$ cat config.mk
export PLATFORM = sky130hd
export DESIGN_NAME = rf_write_arbiter_flat
export DESIGN_NICKNAME = d
export VERILOG_FILES = /design/src/rtl/rf_write_arbiter_pkg.sv /design/src/rtl/rf_write_arbiter_if.sv /design/src/rtl/rf_write_arbiter_fifo.sv /design/src/rtl/rf_write_arbiter.sv /design/src/flat_wrapper.sv
export SDC_FILE = /design/constraint.sdc
export NUM_CORES = 1
export LEC_CHECK = 0
export ABC_AREA = 1
export BUFFER_PORTS_ARGS = -buffer_cell sky130_fd_sc_hd__buf_2
export CAP_MARGIN = 20
export CORE_ASPECT_RATIO = 1.25
export CORE_MARGIN = 3
export CORE_UTILIZATION = 55
export CTS_CLUSTER_SIZE = 10
export DETAILED_ROUTE_END_ITERATION = 8
export PLACE_DENSITY_LB_ADDON = 0.15
export RECOVER_POWER = 100
export SLEW_MARGIN = 20
export SYNTH_ARGS = -nofsm -noshare
export SYNTH_HDL_FRONTEND = slang
export SYNTH_SLANG_ARGS = --single-unit
$ cat constraint.sdc
create_clock -name clk -period 3 [get_ports clk]
set_input_delay 0.3 -clock clk [delete_from_list [all_inputs] [get_ports clk]]
set_output_delay 0.3 -clock clk [all_outputs]
set_load 0.01 [all_outputs]
$ cat src/rtl/rf_write_arbiter_pkg.sv
// Shared constants and types for the register-file write arbiter.
package rf_write_arbiter_pkg;

  localparam int unsigned ADDR_W_DEF = 5;
  localparam int unsigned DATA_W_DEF = 32;

  // Writes to R0 are architecturally discarded.
  localparam logic [ADDR_W_DEF-1:0] R0_IDX = '0;

  typedef enum logic {
    IDLE,
    STALL
  } stall_state_t;

endpackage

$ cat src/rtl/rf_write_arbiter_if.sv
// Bus between the pipeline (WB, aux writer, ID, hazard unit) and the arbiter.
interface rf_write_arbiter_if
  import rf_write_arbiter_pkg::*;
#(
  parameter int unsigned DEPTH  = 4,
  parameter int unsigned DATA_W = DATA_W_DEF,
  parameter int unsigned ADDR_W = ADDR_W_DEF
) ();

  localparam int unsigned CNT_W = $clog2(DEPTH + 1);

  logic              wb_en;
  logic [ADDR_W-1:0] wb_dest;
  logic [DATA_W-1:0] wb_data;

  logic              aux_valid;
  logic              aux_ready;
  logic [ADDR_W-1:0] aux_dest;
  logic [DATA_W-1:0] aux_data;

  logic [ADDR_W-1:0] id_src1;
  logic [ADDR_W-1:0] id_src2;

  logic              rf_we;
  logic [ADDR_W-1:0] rf_dest;
  logic [DATA_W-1:0] rf_data;

  logic              raw_hazard;
  logic              stall_req;
  logic [CNT_W-1:0]  fifo_count;

  // Pipeline side.
  modport master (
    output wb_en, wb_dest, wb_data,
    output aux_valid, aux_dest, aux_data,
    output id_src1, id_src2,
    input  aux_ready, rf_we, rf_dest, rf_data,
    input  raw_hazard, stall_req, fifo_count
  );

  // Arbiter side.
  modport slave (
    input  wb_en, wb_dest, wb_data,
    input  aux_valid, aux_dest, aux_data,
    input  id_src1, id_src2,
    output aux_ready, rf_we, rf_dest, rf_data,
    output raw_hazard, stall_req, fifo_count
  );

endinterface

$ cat src/rtl/rf_write_arbiter_fifo.sv
// Auxiliary write buffer: circular storage with per-entry dest/valid taps.
module aux_write_fifo #(
  parameter int unsigned DEPTH  = 4,
  parameter int unsigned DATA_W = 32,
  parameter int unsigned ADDR_W = 5
) (
  input  logic                          clk,
  input  logic                          rst,
  input  logic                          push,
  input  logic [ADDR_W-1:0]             push_dest,
  input  logic [DATA_W-1:0]             push_data,
  input  logic                          pop,
  output logic [ADDR_W-1:0]             head_dest,
  output logic [DATA_W-1:0]             head_data,
  output logic [$clog2(DEPTH+1)-1:0]    count,
  output logic                          empty,
  output logic [DEPTH-1:0][ADDR_W-1:0]  entry_dest,
  output logic [DEPTH-1:0]              entry_valid
);

  localparam int unsigned PTR_W = $clog2(DEPTH);
  localparam int unsigned CNT_W = $clog2(DEPTH + 1);

  logic [DEPTH-1:0][ADDR_W-1:0] dest_mem;
  logic [DATA_W-1:0]            data_mem [DEPTH];
  logic [PTR_W-1:0]             wr_ptr;
  logic [PTR_W-1:0]             rd_ptr;
  logic [PTR_W-1:0]             offset;

  assign empty      = (count == '0);
  assign head_dest  = dest_mem[rd_ptr];
  assign head_data  = data_mem[rd_ptr];
  assign entry_dest = dest_mem;

  // Entry storage; contents need no reset since validity comes from count.
  always_ff @(posedge clk) begin
    if (push) begin
      dest_mem[wr_ptr] <= push_dest;
      data_mem[wr_ptr] <= push_data;
    end
  end

  // Pointers and occupancy; pointers wrap naturally since DEPTH is a power of two.
  always_ff @(posedge clk) begin
    if (rst) begin
      wr_ptr <= '0;
      rd_ptr <= '0;
      count  <= '0;
    end else begin
      if (push) wr_ptr <= wr_ptr + 1'b1;
      if (pop)  rd_ptr <= rd_ptr + 1'b1;
      case ({push, pop})
        2'b10:   count <= count + 1'b1;
        2'b01:   count <= count - 1'b1;
        default: count <= count;
      endcase
    end
  end

  // An entry is live when its distance from the read pointer is below count.
  always_comb begin
    entry_valid = '0;
    offset      = '0;
    for (int unsigned i = 0; i < DEPTH; i++) begin
      offset         = PTR_W'(i) - rd_ptr;
      entry_valid[i] = (CNT_W'(offset) < count);
    end
  end

endmodule

$ cat src/rtl/rf_write_arbiter.sv
// Register-file write port arbiter: WB priority, buffered aux writes,
// RAW hazard flagging against buffered writes and starvation stall request.
module rf_write_arbiter
  import rf_write_arbiter_pkg::*;
#(
  parameter int unsigned DEPTH        = 4,
  parameter int unsigned STARVE_LIMIT = 8,
  parameter int unsigned DATA_W       = DATA_W_DEF,
  parameter int unsigned ADDR_W       = ADDR_W_DEF
) (
  input  logic              clk,
  input  logic              rst,
  rf_write_arbiter_if.slave bus
);

  localparam int unsigned CNT_W = $clog2(DEPTH + 1);
  localparam int unsigned STV_W = $clog2(STARVE_LIMIT + 1);
  localparam logic [ADDR_W-1:0] R0 = ADDR_W'(R0_IDX);

  logic [ADDR_W-1:0]            head_dest;
  logic [DATA_W-1:0]            head_data;
  logic [CNT_W-1:0]             count;
  logic                         empty;
  logic [DEPTH-1:0][ADDR_W-1:0] entry_dest;
  logic [DEPTH-1:0]             entry_valid;

  logic                         aux_ready;
  logic                         push;
  logic                         pop;
  logic                         hazard;
  logic [STV_W-1:0]             starve_cnt;
  logic [STV_W-1:0]             starve_next;
  stall_state_t                 state;

  assign aux_ready = (count != CNT_W'(DEPTH));
  assign push      = bus.aux_valid & aux_ready;
  // No draining while reset is held so buffered entries are discarded unwritten.
  assign pop       = ~rst & ~bus.wb_en & ~empty;

  aux_write_fifo #(
    .DEPTH  (DEPTH),
    .DATA_W (DATA_W),
    .ADDR_W (ADDR_W)
  ) u_fifo (
    .clk         (clk),
    .rst         (rst),
    .push        (push),
    .push_dest   (bus.aux_dest),
    .push_data   (bus.aux_data),
    .pop         (pop),
    .head_dest   (head_dest),
    .head_data   (head_data),
    .count       (count),
    .empty       (empty),
    .entry_dest  (entry_dest),
    .entry_valid (entry_valid)
  );

  assign bus.aux_ready  = aux_ready;
  assign bus.fifo_count = count;
  assign bus.rf_we      = bus.wb_en | (pop & (head_dest != R0));
  assign bus.rf_dest    = bus.wb_en ? bus.wb_dest : head_dest;
  assign bus.rf_data    = bus.wb_en ? bus.wb_data : head_data;
  assign bus.raw_hazard = hazard & ~rst;

  // Compare both ID sources against every live, non-R0 buffered destination.
  always_comb begin
    hazard = 1'b0;
    for (int unsigned i = 0; i < DEPTH; i++) begin
      if (entry_valid[i] && (entry_dest[i] != R0) &&
          ((entry_dest[i] == bus.id_src1) || (entry_dest[i] == bus.id_src2))) begin
        hazard = 1'b1;
      end
    end
  end

  // Next starvation count: cleared by a pop or an empty FIFO, saturating otherwise.
  always_comb begin
    starve_next = starve_cnt;
    if (pop || empty) begin
      starve_next = '0;
    end else if (bus.wb_en && (starve_cnt != STV_W'(STARVE_LIMIT))) begin
      starve_next = starve_cnt + 1'b1;
    end
  end

  // Starvation counter and stall FSM; looking at starve_next makes stall_req
  // rise on the cycle right after the counter reaches the limit.
  always_ff @(posedge clk) begin
    if (rst) begin
      starve_cnt    <= '0;
      state         <= IDLE;
      bus.stall_req <= 1'b0;
    end else begin
      starve_cnt <= starve_next;
      case (state)
        IDLE: begin
          if (starve_next == STV_W'(STARVE_LIMIT)) begin
            state         <= STALL;
            bus.stall_req <= 1'b1;
          end
        end
        STALL: begin
          if (pop) begin
            state         <= IDLE;
            bus.stall_req <= 1'b0;
          end
        end
      endcase
    end
  end

endmodule
$ cat src/flat_wrapper.sv
// flat-port wrapper written by rule: the top's interface ports become plain ports
module rf_write_arbiter_flat import rf_write_arbiter_pkg::*;
#(
  parameter int unsigned DEPTH        = 4,
  parameter int unsigned STARVE_LIMIT = 8,
  parameter int unsigned DATA_W       = DATA_W_DEF,
  parameter int unsigned ADDR_W       = ADDR_W_DEF
)
  (clk, rst, bus_wb_en, bus_wb_dest, bus_wb_data, bus_aux_valid, bus_aux_dest, bus_aux_data, bus_id_src1, bus_id_src2, bus_aux_ready, bus_rf_we, bus_rf_dest, bus_rf_data, bus_raw_hazard, bus_stall_req, bus_fifo_count);
  rf_write_arbiter_if #(.DEPTH(DEPTH), .DATA_W(DATA_W), .ADDR_W(ADDR_W)) bus_i ();
  input  logic clk;
  input  logic rst;
  input wire logic [$bits(bus_i.wb_en)-1:0] bus_wb_en;
  input wire logic [$bits(bus_i.wb_dest)-1:0] bus_wb_dest;
  input wire logic [$bits(bus_i.wb_data)-1:0] bus_wb_data;
  input wire logic [$bits(bus_i.aux_valid)-1:0] bus_aux_valid;
  input wire logic [$bits(bus_i.aux_dest)-1:0] bus_aux_dest;
  input wire logic [$bits(bus_i.aux_data)-1:0] bus_aux_data;
  input wire logic [$bits(bus_i.id_src1)-1:0] bus_id_src1;
  input wire logic [$bits(bus_i.id_src2)-1:0] bus_id_src2;
  output wire logic [$bits(bus_i.aux_ready)-1:0] bus_aux_ready;
  output wire logic [$bits(bus_i.rf_we)-1:0] bus_rf_we;
  output wire logic [$bits(bus_i.rf_dest)-1:0] bus_rf_dest;
  output wire logic [$bits(bus_i.rf_data)-1:0] bus_rf_data;
  output wire logic [$bits(bus_i.raw_hazard)-1:0] bus_raw_hazard;
  output wire logic [$bits(bus_i.stall_req)-1:0] bus_stall_req;
  output wire logic [$bits(bus_i.fifo_count)-1:0] bus_fifo_count;
  assign bus_i.wb_en = bus_wb_en;
  assign bus_i.wb_dest = bus_wb_dest;
  assign bus_i.wb_data = bus_wb_data;
  assign bus_i.aux_valid = bus_aux_valid;
  assign bus_i.aux_dest = bus_aux_dest;
  assign bus_i.aux_data = bus_aux_data;
  assign bus_i.id_src1 = bus_id_src1;
  assign bus_i.id_src2 = bus_id_src2;
  assign bus_aux_ready = bus_i.aux_ready;
  assign bus_rf_we = bus_i.rf_we;
  assign bus_rf_dest = bus_i.rf_dest;
  assign bus_rf_data = bus_i.rf_data;
  assign bus_raw_hazard = bus_i.raw_hazard;
  assign bus_stall_req = bus_i.stall_req;
  assign bus_fifo_count = bus_i.fifo_count;
  rf_write_arbiter #(.DEPTH(DEPTH), .STARVE_LIMIT(STARVE_LIMIT), .DATA_W(DATA_W), .ADDR_W(ADDR_W)) u_core (.clk(clk), .rst(rst), .bus(bus_i));
endmodule
== Word-level counts from Yosys, hierarchy flattened ==
Memories as Yosys holds them, arrays and structs flattened. A register that Yosys moved wholly into a read port is not among the register bits.
Cells that the tools add are included.

* RAM bits: 128
* Output and inout bits: 44
* Register bits: 33
* Bits in read-only memories: 0
* Memories kept: 1
* Latch bits: 0

{| class="wikitable"
|+ Memories
! name !! depth !! bits a word !! rd ports !! clocked after Yosys merged registers in !! write ports !! line !! RTL
|-
| u_core.u_fifo.data_mem || 4 || 32 || 1 || 1 || 1 || rf_write_arbiter_fifo.sv:25 || <nowiki>logic [DATA_W-1:0] data_mem [DEPTH];</nowiki>
|}

* Shift operators: 0
* Multiply operators: 0
* Reduce and logical (&&, ||, !) cells: 23
* Equality and inequality tests: 15
* $lt $le $gt $ge: 7
* Div/mod/pow operators: 0
* Bitwise operators: 10
* Add/subtract/negate cells: 9
* Mux-type cells: 24

{| class="wikitable"
|+ Operator list
! cell !! count
|-
| 5-bit == test || 8
|-
| 32-bit two-way mux || 1
|-
| 5-bit nonzero test || 5
|-
| 20-bit bitwise mux || 1
|-
| 5-bit two-way mux || 3
|-
| 2-bit by 3-bit less-than comparator with 1-bit output || 4
|-
| 5-bit binary-select mux with 2-bit select || 1
|-
| 5-bit demux with 2-bit select || 1
|-
| 1-bit logical AND || 10
|-
| 1-bit two-way mux || 10
|-
| 4-bit two-way mux || 2
|-
| 2-bit by 3-bit less-than comparator with 1-bit output, second input constant || 2
|-
| 3-bit one-hot mux with 2 select lines || 1
|-
| 1-bit AND || 5
|-
| 1-bit logical OR || 5
|-
| 2-bit by 1-bit adder with 2-bit output, second input constant || 2
|-
| 4-bit by 1-bit adder with 4-bit output, second input constant || 1
|-
| 4-bit == test, second input constant || 1
|-
| 2-bit two-way mux || 2
|-
| 2-bit by 1-bit inequality test with 1-bit output, second input constant || 2
|-
| 4-bit inequality test, second input constant || 1
|-
| 1-bit inverter || 4
|-
| 1-bit one-hot mux with 2 select lines || 2
|-
| 1-bit by 2-bit subtractor with 2-bit output, first input constant || 2
|-
| other kinds (11) || 12
|}

== Logic depth before layout (Yosys ltp) ==
Gate-level depths: netlist of the first run.

* Depth in word-level cells: 9
* Depth in mapped cells: 13
* Mapped depth without buffers: 12

== By module ==
A second synthesis of the first run with hierarchy kept.

* Cell total of the unflattened synthesis: 781
* Area total of the unflattened synthesis: 7683.6 um2

{| class="wikitable"
|+ Modules (own cells, without submodules)
! module !! area each (um2) !! cells each !! times used
|-
| aux_write_fifo || 6075.8 || 434 || 1
|-
| rf_write_arbiter || 1607.8 || 347 || 1
|}

== Worst setup path before layout of the first run ==
Ideal clock, no wire load.

* Kind: reg-to-reg
* Start point: register u_core.u_fifo.count[0]
* End point: memory u_core.u_fifo.data_mem[0][0], enable pin
* Period minus slack after synthesis: 2.812 ns
* Setup time: 0.431 ns
* Cell stages (with the launch flop): 5
* Path buffers: 0
* Path slack: 0.188 ns
* Data arrival time: 2.380 ns
* Cells stage by stage: dfxtp_1 -> nor2_2 -> nand2_1 -> nand2_2 -> nor2_1

* Longest elaborated chain between the ends: 4

{| class="wikitable"
|+ Ends and longest elaborated chain
! item !! line !! RTL
|-
| start, declared || rf_write_arbiter_fifo.sv:15 || <nowiki>output logic [$clog2(DEPTH+1)-1:0] count,</nowiki>
|-
| start signal, assigned || rf_write_arbiter_fifo.sv:53 || <nowiki>2'b10: count <= count + 1'b1;</nowiki>
|-
| start signal, assigned || rf_write_arbiter_fifo.sv:54 || <nowiki>2'b01: count <= count - 1'b1;</nowiki>
|-
| start signal, assigned || rf_write_arbiter_fifo.sv:55 || <nowiki>default: count <= count;</nowiki>
|-
| 3-bit inequality test || rf_write_arbiter.sv:35 || <nowiki>assign aux_ready = (count != CNT_W'(DEPTH));</nowiki>
|-
| named net bus_aux_ready || flat_wrapper.sv:21 || <nowiki>output wire logic [$bits(bus_i.aux_ready)-1:0] bus_aux_ready;</nowiki>
|-
| 1-bit AND || rf_write_arbiter.sv:36 || <nowiki>assign push = bus.aux_valid & aux_ready;</nowiki>
|-
| 1-bit two-way mux || rf_write_arbiter_fifo.sv:37 || <nowiki>if (push) begin</nowiki>
|-
| 1-bit two-way mux (implied by the code) || rf_write_arbiter_fifo.sv:39 || <nowiki>data_mem[wr_ptr] <= push_data;</nowiki>
|-
| end, declared || rf_write_arbiter_fifo.sv:25 ||
|}

The timed path passes the listed nets, and every way through them passes these cells.

== Worst setup path after layout of the first run ==
* Start point: register u_core.u_fifo.count[0]
* End point: memory u_core.u_fifo.data_mem[3][21], enable pin

* Longest elaborated chain between the ends: 4

{| class="wikitable"
|+ Ends and longest elaborated chain
! item !! line
|-
| 3-bit inequality test || rf_write_arbiter.sv:35
|-
| 1-bit AND || rf_write_arbiter.sv:36
|-
| 1-bit two-way mux || rf_write_arbiter_fifo.sv:37
|-
| 1-bit two-way mux (implied by the code) || rf_write_arbiter_fifo.sv:39
|}

No other way between the ends.

==> flow_results.org, run 1 <==
** Run status
- Status :: finished, final reports clean

** Setup path
- The worst setup path is launched from a flip-flop.
- STA classifies the critical path endpoint as a flip-flop.
- At the worst endpoint, the arrival time is 2690 ps.
- Grouping stages by cell kind, the critical path spends the most delay in simple AND/OR/NAND/NOR gates.
- The slowest stage of the critical path belongs to the cell sky130_fd_sc_hd__nor2_2.
- Worst setup startpoint :: u_core.u_fifo.count[0]
- The worst setup path is of the flip-flop to flip-flop kind.
- The number of buffers and inverters on the critical path is 1.
- The worst register-to-register path begins at u_core.u_fifo.count[0].
- Cell seen most often among critical-path stages :: sky130_fd_sc_hd__nand2_1
- Walking the worst path, the cells encountered are nor2_1 -> nand2_1 -> nand2_1 -> nor2_2 -> clkbuf_1.
- Biggest fanout along the worst timing path :: 16
- At the worst endpoint, the required time is about 3100 ps.
- On the worst path, the slowest cell contributes a delay of 890 ps.

** Timing
- Post-layout min period :: around 2600 ps
- Share of the cycle needed by the critical path after routing :: 0.875
- RSZ-0062 raised after global routing :: false
- Setup slack on the critical path of the routed design comes to 374 ps.
- Final Hold Fails :: 0
- Derived from the worst setup path, the maximum achievable clock frequency is ~0.38 GHz.
- Headroom to the max-slew limit came out at 0.235.
- Setup-violating endpoint count in the final report :: 0
- The clock arrives with approximately 7.8 ps of skew.
- Pin slew with the least headroom to its limit :: ~1100 ps
- The final max-slew violation count is 0.
- In the final timing run, aggregate negative setup slack is 0 ps.

** Die
- Height of the die :: between 100 and 150 um
- The die covers 15,200 um^2.
- Initial standard-cell utilization of the core :: 0.565
- The die is between 100 and 150 um wide.
- Pin placement for this block handled around 130 I/O pins.
- Row generation in the floorplan step produced 47 rows.
- In this run the standard cell core region covers between 10,000 and 15,000 um^2.

** Route
- The routed design uses around 1000 um of met3 wire.
- Residual antenna-violating net count after detailed routing :: 0
- Top layer reached by signal wires :: met4
- Via/cell ratio :: approximately 5.4
- In the routed design, unresolved DRC markers number 0.
- Total vias in the final route :: 5,879
- WL final :: 18,200 um
- The routed design uses a little under 10,000 um of met2 wire.
- Routed length on met1 :: 7020 um
- For this block, the initial DRC count from the detailed router was 480.
- Wirelength per Cell :: between 15 and 20 um
- The first detailed-routing pass ran for 7 iterations.

** Cells and area
- Fraction of layout instances using a drive strength above 1 :: 0.113
- After the last flow step, the layout net total stands at approximately 1,000.
- From synthesis to final layout, the design area changed by 18.2%.
- Share of the core filled with cells :: 0.668
- The finished cells cover approximately 9000 um^2.
- Leaving out filler cells and counting taps, the final layout contains about 1,100.

** Synthesis
- Xor-xnor portion of the synthesized cell area :: 0.0163
- Synthesized-area fraction occupied by and/or/nand/nor cells :: 0.190
- Leading cell types by total area after synthesis :: sky130_fd_sc_hd__edfxtp_1, sky130_fd_sc_hd__nor2_1, sky130_fd_sc_hd__nand2_1
- Synthesis instantiated 33 different standard cells from the library.
- Fraction of synthesized area in multiplexers :: 0
- In this run, synthesis inferred approximately 150 flip-flops with an integrated enable.
- By instance count, the leading cell after synthesis is sky130_fd_sc_hd__nor2_1.
- Yosys printed 0 warnings.
- The share of the synthesized area in compound gates (AO/OA/AOI/OAI) came to 0.0972.
- The share of synthesized area in the top cell type comes to 0.589.
- Synthesis produced a netlist with a net count of between 800 and 900.
- Synthesized area divided by synthesized cell count :: roughly 9.7 um^2
- Largest area contributor in the synthesized netlist :: sky130_fd_sc_hd__edfxtp_1
- Combinational family with the most area after synthesis :: simple AND/OR/NAND/NOR gates
- For this run, asynchronously set or reset flops after synthesis account for 0.
- After technology mapping, the gate count stands at 775.
- Sequential fraction of the synthesis area :: 0.629
- After synthesis the cells add up to about 7500 um^2.
- Most used standard cells in the synthesized netlist :: sky130_fd_sc_hd__nor2_1, sky130_fd_sc_hd__edfxtp_1, sky130_fd_sc_hd__nand2_1
- Flop and latch count out of synthesis :: roughly 160
- Most common flop cell mapped by yosys :: sky130_fd_sc_hd__edfxtp_1
- Post-synthesis adder-cell area fraction :: 0.0209

** Global routing
- Overall fraction of global-route tracks in use :: 0.239
- The number of global-route vias before repair came to about 5,800.
- Largest net degree at the start of global routing :: 66
- Wire length of the first global-routing pass :: 28,200 um
- The initial antenna violation count came to 1.
- Summed over all layers, the global routing overflow is 0.

** Hold path
- Kind of path behind the tightest hold check :: input port to flip-flop
- In this run the most critical hold path is launched from bus_aux_data[25].

** Placement
- Post-DP HPWL :: 11,800 um
- Total placed cells including tap cells :: 1,056
- Summing all placed instances gives a cell area of 8420 um^2.
- Worst slack after detailed placement :: 821 ps
- Input/output buffers :: roughly 130
- The congestion estimate from routability-driven global placement came to 0.951.

** Clock tree
- In this run, post-CTS hold repair placed 0 buffers.
- The number of clock buffers added by TritonCTS is 17.
- Buffers from clock root to sink, at most :: 2
- Post CTS Setup Buffer Count :: 0
- Clock tree from TritonCTS :: yes
- The H-tree was split into 4 levels.
- CTS-repair resized insts :: 0
- After clock tree synthesis, the clock-pin slew on the worst setup and hold paths is 60 ps.
- Cell at the root of the clock tree :: sky130_fd_sc_hd__clkbuf_16
- CTS sink cnt :: around 160
- Clk Latency, worst-skew pair :: 420 ps

** Run
- Across the run, the number of max-cap violations was 0.

** Pwr
- Pwr/cell area :: 655 nW/um^2
- Peak ir drop on the vdd network :: 0.000717 V
- In this run the static leakage power is about 3.5 nW.
==> logic make-up (layout without fill, tap and decap cells) <==
kind of cell	Yosys count	in the layout
buffers and inverters	87	229
xor gates and xnor gates	14	14
other	0	1
DFF	163	163
AOI/OAI and AO/OA	130	130
and+or+nand+nor	369	369
adders and majority gates	12	12
==> worst reg2reg max path, stage by stage, from the launching register on <==
cell	delay, ps
sky130_fd_sc_hd__dfxtp_1	430
sky130_fd_sc_hd__nor2_1	140
sky130_fd_sc_hd__nand2_1	100
sky130_fd_sc_hd__nand2_1	290
sky130_fd_sc_hd__nor2_2	900
sky130_fd_sc_hd__clkbuf_1	420
==> layout by cell type, fill, tap and decap left out, types with 3 or more instances in the layout <==
master	n
sky130_fd_sc_hd__nand3_1	16
sky130_fd_sc_hd__xnor2_1	9
sky130_fd_sc_hd__clkbuf_16	17
sky130_fd_sc_hd__ha_1	11
sky130_fd_sc_hd__dfxtp_1	14
sky130_fd_sc_hd__inv_2	5
sky130_fd_sc_hd__buf_4	3
sky130_fd_sc_hd__nand2_1	138
sky130_fd_sc_hd__o21ai_1	6
sky130_fd_sc_hd__nor3_1	3
sky130_fd_sc_hd__clkinv_1	3
sky130_fd_sc_hd__a31oi_1	32
sky130_fd_sc_hd__buf_2	53
sky130_fd_sc_hd__inv_1	50
sky130_fd_sc_hd__xor2_1	5
sky130_fd_sc_hd__nor2_4	3
sky130_fd_sc_hd__a21oi_1	13
sky130_fd_sc_hd__clkbuf_2	3
sky130_fd_sc_hd__clkinvlp_4	4
sky130_fd_sc_hd__bufinv_16	5
sky130_fd_sc_hd__clkbuf_1	80
sky130_fd_sc_hd__a211oi_1	4
sky130_fd_sc_hd__nor2_1	204
sky130_fd_sc_hd__o21ai_0	66
sky130_fd_sc_hd__edfxtp_1	148
==> registers in the layout, indices dropped and copies added, names as in the netlist, named ones only <==
name,cells
u_core.bus.stall_req,1
u_core.starve_cnt,4
u_core.u_fifo.rd_ptr,2
u_core.u_fifo.entry_dest,20
u_core.u_fifo.wr_ptr,2
u_core.u_fifo.data_mem,128
u_core.u_fifo.count,3
u_core.state,1
==> per-stage QoR <==
step | total power (W) | hold WS (ps)
final | 0.00584 | 130
after global routing | 0.00608 | 142
after CTS | 0.00590 | 80.2
after detailed placement | 0.00361 | 467
after global placement | 0.00357 | 465
after floorplan | 0.00326 | 378
==> power by group <==
group | total (W) | internal (W) | switching [W] | leakage [nW]
Sequential | 0.00268 | 0.00262 | 0.0000604 | 1.48
Combinational | 0.000853 | 0.000278 | 0.000575 | 1.71
Clock | 0.00231 | 0.00147 | 0.000834 | 0.298
Total | 0.00584 | 0.00437 | 0.00147 | 3.49
==> metal layers <==
metal	vias up	track usage
li1	2869	-
met1	2767	0.266
met2	202	0.442
met3	41	0.0500
met4	0	0.107
met5	-	0
==> path summary, 6_finish.rpt <==
check,endpoint,slack (ps),depth (start not counted)
max,u_core.u_fifo.data_mem[3][21],370,5
min,u_core.u_fifo.data_mem[2][25],130,1
max reg2reg,u_core.u_fifo.data_mem[3][21],370,5
min reg2reg,u_core.state,470,2
==> final cells by class <==
class | instances | area [um^2]
Antenna cell | 1 | 2.50
Clock buffer | 18 | 429
Clock inverter | 14 | 210
Fill cell | 1062 | 4430
Inverter | 56 | 210
Multi-Input combinational cell | 525 | 2460
Sequential cell | 163 | 4750
Tap cell | 171 | 214
Timing Repair Buffer | 141 | 647
(Power assumes the default switching activity.)
==> run 2: changes to the inputs <==
- clock period: 3 -> 2.9 ns (I/O delays scaled with it)
==> run 2 against run 1 <==
Final cell count is essentially flat. Largest power group unchanged. Highest routed layer is now met5. Clock power shrank 5%. First-iteration DRC count shrank 15%. Combinational power grew 2.8%. Setup slack gained 1.2 ps. Hold slack lost 8.9 ps. Non-clock buffer count is the same.
==> flow_results.org, run 2 (synthesis results as in run 1) <==
** Run status
- The flow ran to the end, and the final reports show no timing, DRC or antenna violations.

** Die
- Horizontal extent of the die :: 111 um
- Cell Rows :: 47
- Initial standard-cell utilization of the core :: 0.565
- I/O pin total :: between 100 and 150
- The floorplan step defined a die boundary enclosing 15,200 um^2.
- Core box area :: between 10,000 and 15,000 um^2
- Height of the die :: roughly 140 um

** Route
- Total vias in the final route :: ~5,800
- Residual antenna-violating net count after detailed routing :: 0
- First DRT Iteration DRCs :: between 400 and 500
- Number of detailed-route iterations in the first pass :: 5
- For this run, design rule violations remaining after detail routing come to 0.
- Wirelength per Cell :: roughly 16 um
- The routed design has 17,900 um of wire.
- After detailed routing, the number of vias per cell comes to about 5.3.

** Clock tree
- H-tree level count :: 4
- Clock latency on the worst-skew pair, taken at its later pin, is between 400 and 500 ps.
- Clock tree from TritonCTS :: yes
- Buffers from clock root to sink, at most :: 2
- In this run, post-CTS repair resized a total of 0 instances.
- Post CTS Setup Buffer Count :: 0
- CTS Hold Bufs :: 0
- CTS sink cnt :: around 160
- Cell at the root of the clock tree :: sky130_fd_sc_hd__clkbuf_16
- Clock transition at the register clock pins on the worst setup and hold paths after CTS :: 60 ps
- CTS buffer count :: 17

** Placement
- Counting tap cells, the placed design contains a total of between 1,000 and 1,500 instances.
- Final weighted congestion in routability-driven placement :: 0.952
- Port buffering added between 100 and 150 buffers.
- Post-DP HPWL :: between 10,000 and 15,000 um

** Pwr
- Pwr/cell area :: 660 nW/um^2
- For this design the static power due to leakage is 3.49 nW.
- Sum of internal, switching and leakage power :: just under 0.006 W
- The worst-case IR drop observed on VDD is about 0.00056 V.

** Global routing
- Via count of the first global-routing pass :: 5,806
- The total overflow left after global routing is 0.
- The first global-routing pass estimated ~28,000 um of wire.
- For this run, the total global-route usage over all layers was measured as 0.237.
- Largest net degree at the start of global routing :: between 60 and 70
- Antenna violations before repair :: 1

** Cells and area
- From synthesis to final layout, the design area changed by 17.6%.
- The library cell used most frequently in the layout, excluding fill and tap cells, is sky130_fd_sc_hd__nor2_1.
- In the final layout, the multi-input gates occupy 2460 um^2.
- Cell Count, Final, Fillers Out :: approximately 1,100
- In the layout the commonest cells are sky130_fd_sc_hd__nor2_1, sky130_fd_sc_hd__edfxtp_1, sky130_fd_sc_hd__nand2_1.
- Area occupied by registers :: about 4700 um^2
- The repair_antennas step left the layout with diodes totalling 0.
- Fraction of layout instances using a drive strength above 1 :: 0.112
- The register with the most flip-flops in the layout has about 130 of them.
- More flip-flops sit in one register than any other, and that register is u_core.u_fifo.data_mem.
- Count of nets after finishing :: 1,004
- The filler cells instantiated in the layout total about 1,100.

** Setup path
- The signal on the critical path passes through clkinv_1 -> clkbuf_4 -> o21ai_0 -> a31oi_1 -> clkbuf_1.
- The worst setup path is launched from a flip-flop.
- FF-to-FF Start :: u_core.u_fifo.count[0]
- On the critical path, the stage with the largest delay is an instance of sky130_fd_sc_hd__clkbuf_4.
- Following the worst setup path forward leads to its endpoint at bus_rf_data[28].
- Depth of the worst register-to-register path :: 5
- The setup check on the worst reg-to-reg path leaves a slack of 430 ps.
- The endpoint identified for the worst register-to-register timing path is u_core.u_fifo.data_mem[1][27].
- For the worst setup path, the data required time is 2610 ps.
- In this design, the stage delay of the slowest critical-path cell is around 500 ps.
- Type of the setup path with the least slack :: flip-flop to primary output
- Signal arrival time at the worst endpoint :: between 2000 and 2500 ps
- The worst setup path is captured at a primary output.
- Of all nets on the critical path, the largest fanout is 46.

** Run
- Max_cap viols :: 0

** Timing
- For the final database, setup skew stands at ~6.7 ps.
- Post-layout min period :: 2520 ps
- Final-layout setup total negative slack :: 0 ps
- Setup repair after global routing left no endpoint under its margin.
- Final Hold Slack :: approximately 120 ps
- Of the available clock period, the critical path in the final layout requires 0.871.
- In this run the tightest slew margin relative to its limit is 0.240.
- Pin slew with the least headroom to its limit :: roughly 1100 ps
- Static timing analysis puts the maximum clock frequency at slightly below 0.4 GHz.
- Count of final max-slew check failures :: 0
- Setup-violating endpoint count in the final report :: 0
- The final-report hold violation count was 0.

** Hold path
- Kind of path behind the tightest hold check :: input port to flip-flop
## run 2: cell types whose count changed in the layout (fill, tap and decap cells not counted), moves of 2 or more
| cell | previous run | this run |
|---|---|---|
| sky130_fd_sc_hd__inv_2 | 5 | 3 |
| sky130_fd_sc_hd__bufinv_16 | 5 | 3 |
| sky130_fd_sc_hd__clkinvlp_4 | 4 | 0 |
| sky130_fd_sc_hd__clkinv_4 | 1 | 4 |
| sky130_fd_sc_hd__inv_1 | 50 | 52 |
| sky130_fd_sc_hd__clkinv_2 | 1 | 4 |
## run 2: how the worst min path moves through the flow
stage	startpoint	to	slack, ps	cells past startpoint
after floorplan	rst	u_core.u_fifo.count[1]	370	1
after global placement	u_core.state	u_core.state	460	2
after detailed placement	u_core.state	u_core.state	470	2
after CTS	bus_aux_data[25]	u_core.u_fifo.data_mem[3][25]	70	1
after global routing	bus_aux_data[7]	u_core.u_fifo.data_mem[0][7]	120	1
final	bus_aux_data[18]	u_core.u_fifo.data_mem[3][18]	120	1
## run 2: layout make-up
cell class / count / area share
well taps: 171 / 0.0241
repair buffers: 141 / 0.0731
inverters: 56 / 0.0237
clock buffers: 18 / 0.0484
flip-flops and latches: 163 / 0.535
multi-input cells: 525 / 0.277
clock inverters: 14 / 0.0182
## run 2: report_power, final
group,total (W),internal (W),switching [W],leakage (nW)
combinational,0.000877,0.000289,0.000588,1.72
sequential,0.00277,0.00271,0.0000627,1.48
clock,0.00220,0.00135,0.000854,0.293
total,0.00585,0.00435,0.00150,3.49
## run 2: critical path, delay by kind of cell, from the launching register on
family / cells / cell delay [ps]
AO/OA/AOI/OAI: 2 / 450
flip-flops: 1 / 320
buffers and inverters: 3 / 1020
## run 2: through the flow
stage               instance area (um^2)   util  worst slack (ps)
global route                        8870  0.664              99.7
CTS                                 9010  0.675               395
detailed placement                  8420  0.631               722
floorplan                           7540      -              88.5
finish                              8870  0.664               375
global placement                    8420  0.631               806
## run 2: per-layer routing
| layer | routed length, um | global-route usage |
|---|---|---|
| met1 | 6920 | 0.260 |
| met2 | 9590 | 0.448 |
| met3 | 1060 | 0.0544 |
| met4 | 342 | 0.0835 |
| met5 | 20 | 0 |
